### config.mk
export PLATFORM = sky130hd
export DESIGN_NAME = meas_acc_capture_flat
export DESIGN_NICKNAME = d
export VERILOG_FILES = /design/src/rtl/meas_acc_capture_if.sv /design/src/rtl/meas_acc_capture.sv /design/src/flat_wrapper.sv
export SDC_FILE = /design/constraint.sdc
export NUM_CORES = 1
export LEC_CHECK = 0
export CAP_MARGIN = 40
export CELL_PAD_IN_SITES_DETAIL_PLACEMENT = 0
export CELL_PAD_IN_SITES_GLOBAL_PLACEMENT = 1
export CORE_ASPECT_RATIO = 1.5
export CORE_UTILIZATION = 45
export CTS_BUF_LIST = sky130_fd_sc_hd__clkbuf_8 sky130_fd_sc_hd__clkbuf_16
export DETAILED_ROUTE_END_ITERATION = 8
export PLACE_DENSITY_LB_ADDON = 0.1
export SLEW_MARGIN = 10
export SYNTH_ARGS = -nofsm -noshare
export SYNTH_HDL_FRONTEND = slang
export SYNTH_SLANG_ARGS = --single-unit
### constraint.sdc
create_clock -name clk -period 11.1 [get_ports clk]
set_input_delay 1.11 -clock clk [delete_from_list [all_inputs] [get_ports clk]]
set_output_delay 1.11 -clock clk [all_outputs]
set_load 0.02 [all_outputs]
### src/rtl/meas_acc_capture_if.sv
// ----------------------------------------------------------------------------
// meas_acc_capture_if
//   Bundles the measurement-result inputs and the capture-buffer write port
//   of meas_acc_capture.
//
//   master : the side that produces start/trig/done/xacc/yacc and observes
//            the buffer write port and status (register map / engines).
//   slave  : the capture block itself.
//
//   start    arm strobe, one cycle
//   trig     period trigger, one cycle
//   done     per-channel result-valid pulse
//   xacc     channel i X result in bits [i*DW +: DW]
//   yacc     channel i Y result, same packing
//   wr_en    buffer write enable
//   wr_addr  {channel, word index}
//   wr_data  buffer write data
//   full     per-channel buffer full
//   overrun  per-channel sticky dropped-result flag
//   running  capture FSM is in RUN
// ----------------------------------------------------------------------------
interface meas_acc_capture_if #(
   parameter int NMEAS = 4,
   parameter int DW    = 32,
   parameter int AW    = 12
);
   localparam int CW = $clog2(NMEAS);

   logic                  start;
   logic                  trig;
   logic [NMEAS-1:0]      done;
   logic [NMEAS*DW-1:0]   xacc;
   logic [NMEAS*DW-1:0]   yacc;
   logic                  wr_en;
   logic [CW+AW-1:0]      wr_addr;
   logic [DW-1:0]         wr_data;
   logic [NMEAS-1:0]      full;
   logic [NMEAS-1:0]      overrun;
   logic                  running;

   modport master (
      output start, trig, done, xacc, yacc,
      input  wr_en, wr_addr, wr_data, full, overrun, running
   );

   modport slave (
      input  start, trig, done, xacc, yacc,
      output wr_en, wr_addr, wr_data, full, overrun, running
   );
endinterface

### src/rtl/meas_acc_capture.sv
// ----------------------------------------------------------------------------
// meas_acc_capture
//   Captures each channel's xacc/yacc result on its done pulse into a
//   per-channel holding register, then writes X (even word) and Y (odd word)
//   into a shared capture buffer through one write port, arbitrated
//   round-robin between channels. Capture is armed by start and begins at the
//   next trig; each channel stops at 2^AW words (full). A result arriving
//   while the channel's holding register is still occupied is dropped and
//   flagged in overrun.
//
//   clk    : dsp clock
//   reset  : asynchronous active-high reset
//   bus    : meas_acc_capture_if.slave (inputs start/trig/done/xacc/yacc,
//            outputs wr_en/wr_addr/wr_data/full/overrun/running)
// ----------------------------------------------------------------------------
module meas_acc_capture #(
   parameter int NMEAS = 4,
   parameter int DW    = 32,
   parameter int AW    = 12
) (
   input  logic clk,
   input  logic reset,
   meas_acc_capture_if.slave bus
);
   localparam int CW  = $clog2(NMEAS);
   localparam int WAW = CW + AW;
   localparam logic [CW:0] NCH      = NMEAS[CW:0];
   localparam logic [AW:0] CNT_STEP = 2;

   typedef enum logic [1:0] {ST_IDLE, ST_WAIT_TRIG, ST_RUN, ST_STOP} state_t;

   state_t           state_q, state_d;
   logic             running;

   logic [AW:0]      cnt_q      [NMEAS];
   logic [AW:0]      cnt_d      [NMEAS];
   logic [DW-1:0]    hold_x_q   [NMEAS];
   logic [DW-1:0]    hold_x_d   [NMEAS];
   logic [DW-1:0]    hold_y_q   [NMEAS];
   logic [DW-1:0]    hold_y_d   [NMEAS];
   logic [NMEAS-1:0] hold_valid_q, hold_valid_d;
   logic [NMEAS-1:0] overrun_q, overrun_d;

   // Writer: wr_phase_q=0 means the word currently on the port is X,
   // 1 means it is Y. wr_ch_q is the channel owning the current write.
   logic             wr_en_q, wr_en_d;
   logic             wr_phase_q, wr_phase_d;
   logic [CW-1:0]    wr_ch_q, wr_ch_d;
   logic [CW-1:0]    last_q, last_d;
   logic [WAW-1:0]   wr_addr_q, wr_addr_d;
   logic [DW-1:0]    wr_data_q, wr_data_d;

   logic             in_run, go_run, x_now, y_now;
   logic [NMEAS-1:0] full_vec, y_done, eff_full, capture, drop, req;
   logic [DW-1:0]    x_slice [NMEAS];
   logic [DW-1:0]    y_slice [NMEAS];

   logic             grant_valid;
   logic [CW-1:0]    grant_ch;
   logic [CW:0]      arb_idx;

   // start wins over a simultaneous trig
   assign in_run = (state_q == ST_RUN);
   assign go_run = (state_q == ST_WAIT_TRIG) && bus.trig && !bus.start;
   assign x_now  = wr_en_q && !wr_phase_q;
   assign y_now  = wr_en_q &&  wr_phase_q;

   // ---------------------------------------------------------------------
   // Per-channel capture decisions
   // ---------------------------------------------------------------------
   generate
      for (genvar gi = 0; gi < NMEAS; gi++) begin : g_ch
         logic [AW:0] cnt_plus2;

         assign x_slice[gi]  = bus.xacc[gi*DW +: DW];
         assign y_slice[gi]  = bus.yacc[gi*DW +: DW];
         assign cnt_plus2    = cnt_q[gi] + CNT_STEP;
         assign full_vec[gi] = cnt_q[gi][AW];
         // Channel's Y word is on the port this cycle: its hold frees up
         // at this edge and may be reloaded immediately.
         assign y_done[gi]   = y_now && (wr_ch_q == CW'(gi));
         // Fullness as it will be after this edge, so a recapture is never
         // accepted for a result that would land beyond the last word.
         assign eff_full[gi] = y_done[gi] ? cnt_plus2[AW] : cnt_q[gi][AW];
         assign capture[gi]  = in_run && bus.done[gi] && !eff_full[gi] &&
                               (!hold_valid_q[gi] || y_done[gi]);
         assign drop[gi]     = in_run && bus.done[gi] && !eff_full[gi] &&
                               hold_valid_q[gi] && !y_done[gi];
         // The channel finishing its Y is excluded so its (possibly
         // reloaded) hold is not granted before it settles.
         assign req[gi]      = hold_valid_q[gi] && !y_done[gi];
      end
   endgenerate

   // ---------------------------------------------------------------------
   // Round-robin arbiter: cyclic search starting after last grant
   // ---------------------------------------------------------------------
   always_comb begin
      grant_valid = 1'b0;
      grant_ch    = '0;
      arb_idx     = '0;
      for (int k = 1; k <= NMEAS; k++) begin
         arb_idx = {1'b0, last_q} + k[CW:0];
         if (arb_idx >= NCH) begin
            arb_idx = arb_idx - NCH;
         end
         if (!grant_valid && req[arb_idx[CW-1:0]]) begin
            grant_valid = 1'b1;
            grant_ch    = arb_idx[CW-1:0];
         end
      end
   end

   // ---------------------------------------------------------------------
   // FSM: state register / next state / outputs
   // ---------------------------------------------------------------------
   always_ff @(posedge clk or posedge reset) begin
      if (reset) begin
         state_q <= ST_IDLE;
      end else begin
         state_q <= state_d;
      end
   end

   always_comb begin
      state_d = state_q;
      if (bus.start) begin
         state_d = ST_WAIT_TRIG;
      end else begin
         case (state_q)
            ST_WAIT_TRIG: if (bus.trig)  state_d = ST_RUN;
            ST_RUN:       if (&full_vec) state_d = ST_STOP;
            default:      state_d = state_q;
         endcase
      end
   end

   always_comb begin
      running = (state_q == ST_RUN);
   end

   // ---------------------------------------------------------------------
   // Channel state next-value logic
   // ---------------------------------------------------------------------
   always_comb begin
      for (int i = 0; i < NMEAS; i++) begin
         cnt_d[i]    = cnt_q[i];
         hold_x_d[i] = hold_x_q[i];
         hold_y_d[i] = hold_y_q[i];
      end
      hold_valid_d = hold_valid_q;
      overrun_d    = overrun_q;

      if (bus.start) begin
         hold_valid_d = '0;
      end else if (go_run) begin
         for (int i = 0; i < NMEAS; i++) begin
            cnt_d[i] = '0;
         end
         hold_valid_d = '0;
         overrun_d    = '0;
      end else begin
         overrun_d = overrun_q | drop;
         for (int i = 0; i < NMEAS; i++) begin
            if (y_done[i]) begin
               cnt_d[i]        = cnt_q[i] + CNT_STEP;
               hold_valid_d[i] = 1'b0;
            end
            if (capture[i]) begin
               hold_valid_d[i] = 1'b1;
               hold_x_d[i]     = x_slice[i];
               hold_y_d[i]     = y_slice[i];
            end
         end
      end
   end

   // ---------------------------------------------------------------------
   // Writer next-value logic
   // ---------------------------------------------------------------------
   always_comb begin
      wr_en_d    = 1'b0;
      wr_phase_d = 1'b0;
      wr_ch_d    = wr_ch_q;
      last_d     = last_q;
      wr_addr_d  = wr_addr_q;
      wr_data_d  = wr_data_q;

      if (bus.start) begin
         wr_en_d = 1'b0;
      end else if (x_now) begin
         // Counts advance in steps of two, so the Y word is the X address
         // with bit 0 set.
         wr_en_d    = 1'b1;
         wr_phase_d = 1'b1;
         wr_addr_d  = {wr_addr_q[WAW-1:1], 1'b1};
         wr_data_d  = hold_y_q[wr_ch_q];
      end else if (grant_valid) begin
         wr_en_d    = 1'b1;
         wr_phase_d = 1'b0;
         wr_ch_d    = grant_ch;
         last_d     = grant_ch;
         wr_addr_d  = {grant_ch, cnt_q[grant_ch][AW-1:0]};
         wr_data_d  = hold_x_q[grant_ch];
      end
   end

   // ---------------------------------------------------------------------
   // Registers
   // ---------------------------------------------------------------------
   always_ff @(posedge clk or posedge reset) begin
      if (reset) begin
         for (int i = 0; i < NMEAS; i++) begin
            cnt_q[i] <= '0;
         end
         hold_valid_q <= '0;
         overrun_q    <= '0;
         wr_en_q      <= 1'b0;
         wr_phase_q   <= 1'b0;
         wr_ch_q      <= '0;
         last_q       <= CW'(NMEAS - 1);
         wr_addr_q    <= '0;
         wr_data_q    <= '0;
      end else begin
         for (int i = 0; i < NMEAS; i++) begin
            cnt_q[i] <= cnt_d[i];
         end
         hold_valid_q <= hold_valid_d;
         overrun_q    <= overrun_d;
         wr_en_q      <= wr_en_d;
         wr_phase_q   <= wr_phase_d;
         wr_ch_q      <= wr_ch_d;
         last_q       <= last_d;
         wr_addr_q    <= wr_addr_d;
         wr_data_q    <= wr_data_d;
      end
   end

   // Hold data is qualified by hold_valid_q, so it needs no reset.
   always_ff @(posedge clk) begin
      for (int i = 0; i < NMEAS; i++) begin
         hold_x_q[i] <= hold_x_d[i];
         hold_y_q[i] <= hold_y_d[i];
      end
   end

   assign bus.wr_en   = wr_en_q;
   assign bus.wr_addr = wr_addr_q;
   assign bus.wr_data = wr_data_q;
   assign bus.full    = full_vec;
   assign bus.overrun = overrun_q;
   assign bus.running = running;

endmodule
### src/flat_wrapper.sv
// flat-port wrapper written by rule: the top's interface ports become plain ports
module meas_acc_capture_flat 
#(
   parameter int NMEAS = 4,
   parameter int DW    = 32,
   parameter int AW    = 12
)
  (clk, reset, bus_start, bus_trig, bus_done, bus_xacc, bus_yacc, bus_wr_en, bus_wr_addr, bus_wr_data, bus_full, bus_overrun, bus_running);
  meas_acc_capture_if #(.NMEAS(NMEAS), .DW(DW), .AW(AW)) bus_i ();
  input  logic clk;
  input  logic reset;
  input wire logic [$bits(bus_i.start)-1:0] bus_start;
  input wire logic [$bits(bus_i.trig)-1:0] bus_trig;
  input wire logic [$bits(bus_i.done)-1:0] bus_done;
  input wire logic [$bits(bus_i.xacc)-1:0] bus_xacc;
  input wire logic [$bits(bus_i.yacc)-1:0] bus_yacc;
  output wire logic [$bits(bus_i.wr_en)-1:0] bus_wr_en;
  output wire logic [$bits(bus_i.wr_addr)-1:0] bus_wr_addr;
  output wire logic [$bits(bus_i.wr_data)-1:0] bus_wr_data;
  output wire logic [$bits(bus_i.full)-1:0] bus_full;
  output wire logic [$bits(bus_i.overrun)-1:0] bus_overrun;
  output wire logic [$bits(bus_i.running)-1:0] bus_running;
  assign bus_i.start = bus_start;
  assign bus_i.trig = bus_trig;
  assign bus_i.done = bus_done;
  assign bus_i.xacc = bus_xacc;
  assign bus_i.yacc = bus_yacc;
  assign bus_wr_en = bus_i.wr_en;
  assign bus_wr_addr = bus_i.wr_addr;
  assign bus_wr_data = bus_i.wr_data;
  assign bus_full = bus_i.full;
  assign bus_overrun = bus_i.overrun;
  assign bus_running = bus_i.running;
  meas_acc_capture #(.NMEAS(NMEAS), .DW(DW), .AW(AW)) u_core (.clk(clk), .reset(reset), .bus(bus_i));
endmodule
==> results of run 1 <==
-- cell usage in the layout, fill, tap and decap left out, drive strengths merged, types with 5 or more instances in the layout --
master / instances
edfxtp: 256
clkinv: 18
mux4: 32
clkdlybuf4s50: 318
and4: 8
o31ai: 7
a21oi: 44
a21o: 34
a211oi: 12
inv: 19
and3: 5
nand3: 61
xnor2: 20
nor2: 64
nand4: 9
and2: 5
nor3: 7
xor2: 19
dfrtp: 106
or3: 32
nand2: 35
buf: 27
clkbuf: 41
a221o: 11
mux2: 11
o21ai: 93
a221oi: 32
-- cell families (layout without fill, tap and decap cells) --
group | Yosys count | count (layout)
AOI/OAI and AO/OA | 253 | 253
adders and majority gates | 4 | 4
buffers and inverters | 77 | 424
DFF | 364 | 364
xor gates and xnor gates | 39 | 39
muxes | 44 | 44
other | 0 | 4
and+or+nand+nor | 241 | 241
-- sequential cells by signal, summed over array words and instances, names as in the netlist --
name	flops
u_core.bus.full	4
u_core.bus.overrun	4
u_core.bus.wr_addr	14
u_core.bus.wr_data	32
u_core.bus.wr_en	1
u_core.cnt_q	44
u_core.hold_valid_q	4
u_core.hold_x_q	128
u_core.hold_y_q	128
u_core.last_q	2
u_core.state_q	2
u_core.wr_phase_q	1
-- area by class of cell --
class	count	share of cell area [%]
flip-flops and latches	364	52.1
multi-input cells	581	21.5
repair buffers	345	17.7
clock buffers	41	5.03
well taps	415	2.60
clock inverters	27	0.734
inverters	11	0.220
diodes	4	0.0502
-- metal layers --
layer,vias up,GRT usage [%]
met3,72,4.78
met5,-,0
met4,2,9.77
met1,5043,31.1
li1,4609,-
met2,404,44.2
-- report_power, final --
part / switching, mW / total (mW) / internal [mW]
clock: 0.514 / 1.19 / 0.673
sequential: 0.0640 / 1.60 / 1.54
combinational: 0.296 / 0.606 / 0.309
total: 0.875 / 3.39 / 2.52
-- metrics by stage --
step | power (mW) | hold WS [ns] | cell area [um2] | util [%] | worst slack (ns)
floorplan | 1.90 | 0.491 | 14900 | - | 3.98
global placement | 2.21 | 0.488 | 18500 | 56.8 | 7.17
detailed placement | 2.24 | 0.500 | 18800 | 57.6 | 7.34
CTS | 3.42 | 0.515 | 19900 | 61.1 | 7.53
global route | 3.51 | 0.525 | 19900 | 61.1 | 7.39
finish | 3.39 | 0.509 | 19900 | 61.1 | 7.60
-- worst min-delay path: stages (launching register included) --
cell	delay, ns
dfrtp_1	0.36
nand2_1	0.06
o31ai_1	0.06
-- worst paths after layout --
check                                             from                      to  slack (ns)
worst max-delay path            u_core.bus.wr_addr[12]         bus_wr_addr[12]        7.60
worst min-delay path             u_core.bus.overrun[0]   u_core.bus.overrun[0]        0.51
worst max register to register  u_core.bus.wr_addr[13]  u_core.bus.wr_addr[11]        7.62
worst min register to register   u_core.bus.overrun[0]   u_core.bus.overrun[0]        0.51
max in group asynchronous                        reset  u_core.bus.wr_addr[12]        8.95
min in group asynchronous                        reset        u_core.cnt_q[45]        0.97
==> impl_metrics.tcl, run 1 <==
set metrics [dict create \
    synth_flop_cell "edfxtp_1" \
    grt-ovfl-total 0 \
    routed_via_density 5.67 \
    initial_utilization_pct 45.7 \
    vias 10100 \
    crit_path_cell_trace "buf_4 -> clkdlybuf4s50_1" \
    synthAdderAreaFrac_pct 0.336 \
    drv_slew 0 \
    cts_setup_buffers 0 \
    fin_skew_ns 0.0218 \
    top_layer_used "met5" \
    p_leak_nw 7.20 \
    numClockSinks 364 \
    root_buffer "clkbuf_16" \
    path_buf_inv 2 \
    cts_resized 0 \
    crit_required_ns 9.99 \
    ys_warn_count 0 \
    cp-start-kind "register" \
    fill_cells 2610 \
    synthTopCellsByCount "edfxtp_1, dfrtp_1, o21ai_0, nor2_1, nand3_1" \
    synth_edf_count 256 \
    cts_tree "yes" \
    synth_area_leaders "edfxtp_1, dfrtp_1, mux4_2" \
    fmax_mhz 286 \
    fp.dieH_um 225 \
    wl_met3_mm 2.52 \
    synthXorXnorAreaFrac_pct 2.29 \
    clk_latency_ns 0.54 \
    yosys.cell_types.count 58 \
    reg2reg_depth 8 \
    setup_tns_ns 0 \
    clk_path_buf_depth 3 \
    endpoint_kind "output port" \
    synth-simple-area-share_pct 8.52 \
    first_pass_iters 7 \
    seqCellArea_um2 10400 \
    synth_top_family_by_area "compound AO/OA/AOI/OAI gates" \
    postCtsHoldBufs 0 \
    nets 1608 \
    multiInputGateArea_um2 4290 \
    syn_nets 1290 \
    rsz0062_at_grt "false" \
    synth_top_cell_by_area "edfxtp_1" \
    grt_pass1_wl_mm 62.7 \
    die_w_um 151 \
    min_period_over_period_pct 31.5 \
    drtIter0Drc 604 \
    outcome "finished, final reports clean" \
    crit_path_max_fanout 35 \
    min_period_ns 3.50 \
    ys_ff_latch 364 \
    gp_congestion 0.847 \
    areaGrowthSynthToFinish_pct 33.8 \
    h-tree-depth 2 \
    synthesis.area_um2 14900 \
    dpl.hpwl_mm 29.2 \
    ys_async_sr_fraction_pct 29.7 \
    cp_slowest_cell "clkdlybuf4s50_1" \
    io_buffers 319 \
    worst_pin_slew_ns 0.890 \
    drc 0 \
    antenna_found_initial 5 \
    powerDensity_nw_per_um2 170 \
    die_area_um2 33900 \
    max-slew-margin-rel_pct 40.5 \
    instances_no_fill 1788 \
    rows 81 \
    crit_arrival_ns 2.39 \
    dp.cells 1716 \
    cpPeakStageDelay_ns 0.77 \
    drive_above_1_share_pct 10.2 \
    syn-instance-count 1022 \
    fp.coreArea_um2 32600 \
    max_cap_viol_count 0 \
    grt_max_degree 53 \
    syn_avg_cell_area_um2 14.6 \
    wl_met2_mm 22.3 \
    wl_met1_mm 16.0 \
    yosysTopAreaCellShare_pct 51.6 \
    yosysMostFrequentCell "edfxtp_1" \
    setup_viol 0 \
    cts_made_buffers 37 \
    hold_viol_final 0 \
    grtUsageTotal_pct 25.4 \
    ir_worst_vdd_v 0.000148 \
    synth_compound_gate_area_share_pct 11.2 \
    synth-seq-area-share_pct 69.7 \
    pin_count 320 \
    cp_num_cells 2 \
    hold_path.class "reg2reg" \
    path_delay_family "buffers and inverters" \
    routedWlPerCell_um 23.6 \
    grt_pass1_vias 10300 \
    ant_nets 0 \
    crit_type "reg2out" \
    wirelength_mm 42.2 \
    clk_pin_slew_worst_paths_ns 0.06 \
    synthMuxAreaShare_pct 5.73 \
    holdPathStages 2 \
]
(Power assumes the default switching activity.)
==> inputs of run 2 (changes only) <==
--- a/config.mk
+++ b/config.mk
@@ -9,7 +9,7 @@
 export CELL_PAD_IN_SITES_DETAIL_PLACEMENT = 0
 export CELL_PAD_IN_SITES_GLOBAL_PLACEMENT = 1
 export CORE_ASPECT_RATIO = 1.5
-export CORE_UTILIZATION = 45
+export CORE_UTILIZATION = 38
 export CTS_BUF_LIST = sky130_fd_sc_hd__clkbuf_8 sky130_fd_sc_hd__clkbuf_16
 export DETAILED_ROUTE_END_ITERATION = 8
 export PLACE_DENSITY_LB_ADDON = 0.1
==> constraint.sdc (replaced) <==
create_clock -name clk -period 3 [get_ports clk]
set_input_delay 0.3 -clock clk [delete_from_list [all_inputs] [get_ports clk]]
set_output_delay 0.3 -clock clk [all_outputs]
set_load 0.02 [all_outputs]
==> run 2 against run 1 <==
Sequential power grew to 3.7 times the previous value. Clock skew decreased by 0.0085 ns. Cell count is 5.5% higher. Final area rose by 1.5%. Combinational power rose to 3.7 times the previous value. Via count shrank 0.93%. Highest routed layer unchanged.
==> impl_metrics.tcl, run 2 (same netlist as run 1, synthesis figures left out) <==
set metrics [dict create \
    outcome "finished, final reports clean" \
    min_period_ns 2.72 \
    ant_nets 0 \
    crit_path_max_fanout 43 \
    setup.worst_path.end "u_core.bus.wr_addr[9]" \
    setup_ws_ns 0.278 \
    postCtsHoldBufs 0 \
    power_frac_comb_pct 17.9 \
    fp.coreArea_um2 38500 \
    hold_path.class "in2async" \
    p_leak_nw 7.30 \
    critPathLaunch "u_core.bus.wr_en" \
    fill_cells 3358 \
    wl_met3_mm 2.24 \
    grt-ovfl-total 0 \
    drtIter0Drc 823 \
    cp-start-kind "register" \
    grt_pass1_wl_mm 65.8 \
    clk_pin_slew_worst_paths_ns 0.06 \
    antenna_found_initial 7 \
    drv_slew 0 \
    worst_pin_slew_ns 0.689 \
    numClockSinks 364 \
    grt_pass1_vias 10600 \
    final_cell_mix "clkdlybuf4s50_1, edfxtp_1, dfrtp_1" \
    pin_count 320 \
    drc 0 \
    wl_met1_mm 16.7 \
    r2r-start "u_core.bus.wr_en" \
    crit_required_ns 3.47 \
    die_area_um2 40000 \
    cts_made_buffers 37 \
    vias 10000 \
    max_cap_viol_count 0 \
    crit_type "reg2reg" \
    p_int_mw 9.41 \
    wl_met2_mm 23.8 \
    r2r_end "u_core.bus.wr_addr[9]" \
    reg2reg_depth 7 \
    drive_above_1_share_pct 11.8 \
    r2r_slack_ns 0.28 \
    max-slew-margin-rel_pct 53.9 \
    dp.cells 1815 \
    crit_arrival_ns 3.19 \
    clockPowerShare_pct 35.7 \
    wirelength_mm 44.2 \
    grt_max_degree 66 \
    gp_congestion 0.905 \
    root_buffer "clkbuf_16" \
    nets 1627 \
    routed_via_density 5.32 \
    fmax_mhz 367 \
    clk_path_buf_depth 3 \
    cts_setup_buffers 0 \
    first_pass_iters 5 \
    endpoint_kind "register" \
    dpl.hpwl_mm 31.3 \
    dp_worst_setup_slack_ns 0.310 \
    rows 88 \
    die_w_um 164 \
    min_period_over_period_pct 90.7 \
    top_layer_used "met5" \
    seqPwrFrac_pct 46.5 \
    final_util_pct 52.5 \
    grtUsageTotal_pct 22.4 \
    areaGrowthSynthToFinish_pct 35.8 \
    h-tree-depth 2 \
    powerDensity_nw_per_um2 627 \
    routedWlPerCell_um 23.4 \
    instances_no_fill 1887 \
    holdWs_ns 0.223 \
    swShare_pct 26.0 \
    cts_resized 0 \
    setup_viol 0 \
    io_buffers 319 \
    reg_top3 "u_core.hold_x_q (128), u_core.hold_y_q (128), u_core.cnt_q (44)" \
    fp.dieH_um 245 \
    ir_worst_vdd_v 0.000489 \
    fin_skew_ns 0.0132 \
    p_switching_mw 3.30 \
    rsz0062_at_grt "false" \
    hold_viol_final 0 \
    clk_latency_ns 0.54 \
    cts_tree "yes" \
    initial_utilization_pct 38.7 \
    final_common_cell "clkdlybuf4s50_1" \
]
==> run 2: worst min path at each step <==
stage | from | to | cells past startpoint
floorplan | bus_xacc[0] | u_core.hold_x_q[0][0] | 0
global placement | u_core.bus.overrun[0] | u_core.bus.overrun[0] | 2
detailed placement | u_core.bus.overrun[0] | u_core.bus.overrun[0] | 2
CTS | reset | u_core.bus.wr_data[5] | 2
global route | reset | u_core.bus.wr_data[13] | 2
finish | reset | u_core.bus.wr_data[9] | 2
==> run 2: power groups by stage <==
stage	sequential, mW	clock [mW]	combinational [mW]
2_1_floorplan	6.20	0	0.836
6_report	5.90	4.53	2.27
5_1_grt	5.93	4.82	2.44
3_3_place_gp	5.99	0	2.30
3_5_place_dp	5.99	0	2.32
4_1_cts	5.90	4.64	2.32
==> run 2: cell type report <==
cell class	instances	area [um2]	share of cell area [%]
flip-flops and latches	364	10400	51.3
multi-input cells	581	4310	21.3
repair buffers	364	3680	18.2
clock buffers	41	992	4.90
well taps	495	619	3.06
clock inverters	26	190	0.939
inverters	11	45.0	0.222
diodes	5	12.5	0.0618
==> run 2: metal layers <==
metal	vias up	track usage [%]
li1	4649	-
met1	5006	25.8
met2	291	40.4
met3	86	4.49
met4	4	8.55
met5	-	0
==> run 2: metrics by stage <==
step	area, um2	power, mW	setup TNS (ns)
final	20300	12.7	0
after CTS	20200	12.9	0
after global routing	20300	13.2	0
after floorplan	15000	7.04	-25.78
after detailed placement	19100	8.30	0
after global placement	19000	8.29	0
==> run 2: critical path, cell delays in order, from the launching register on <==
cell and delay (ns):
dfrtp_1 0.55, nand4_4 0.25, a22o_1 0.34, a311oi_4 0.35, buf_4 0.53, nand3_1 0.14, a211oi_1 0.32, a221o_1 0.17
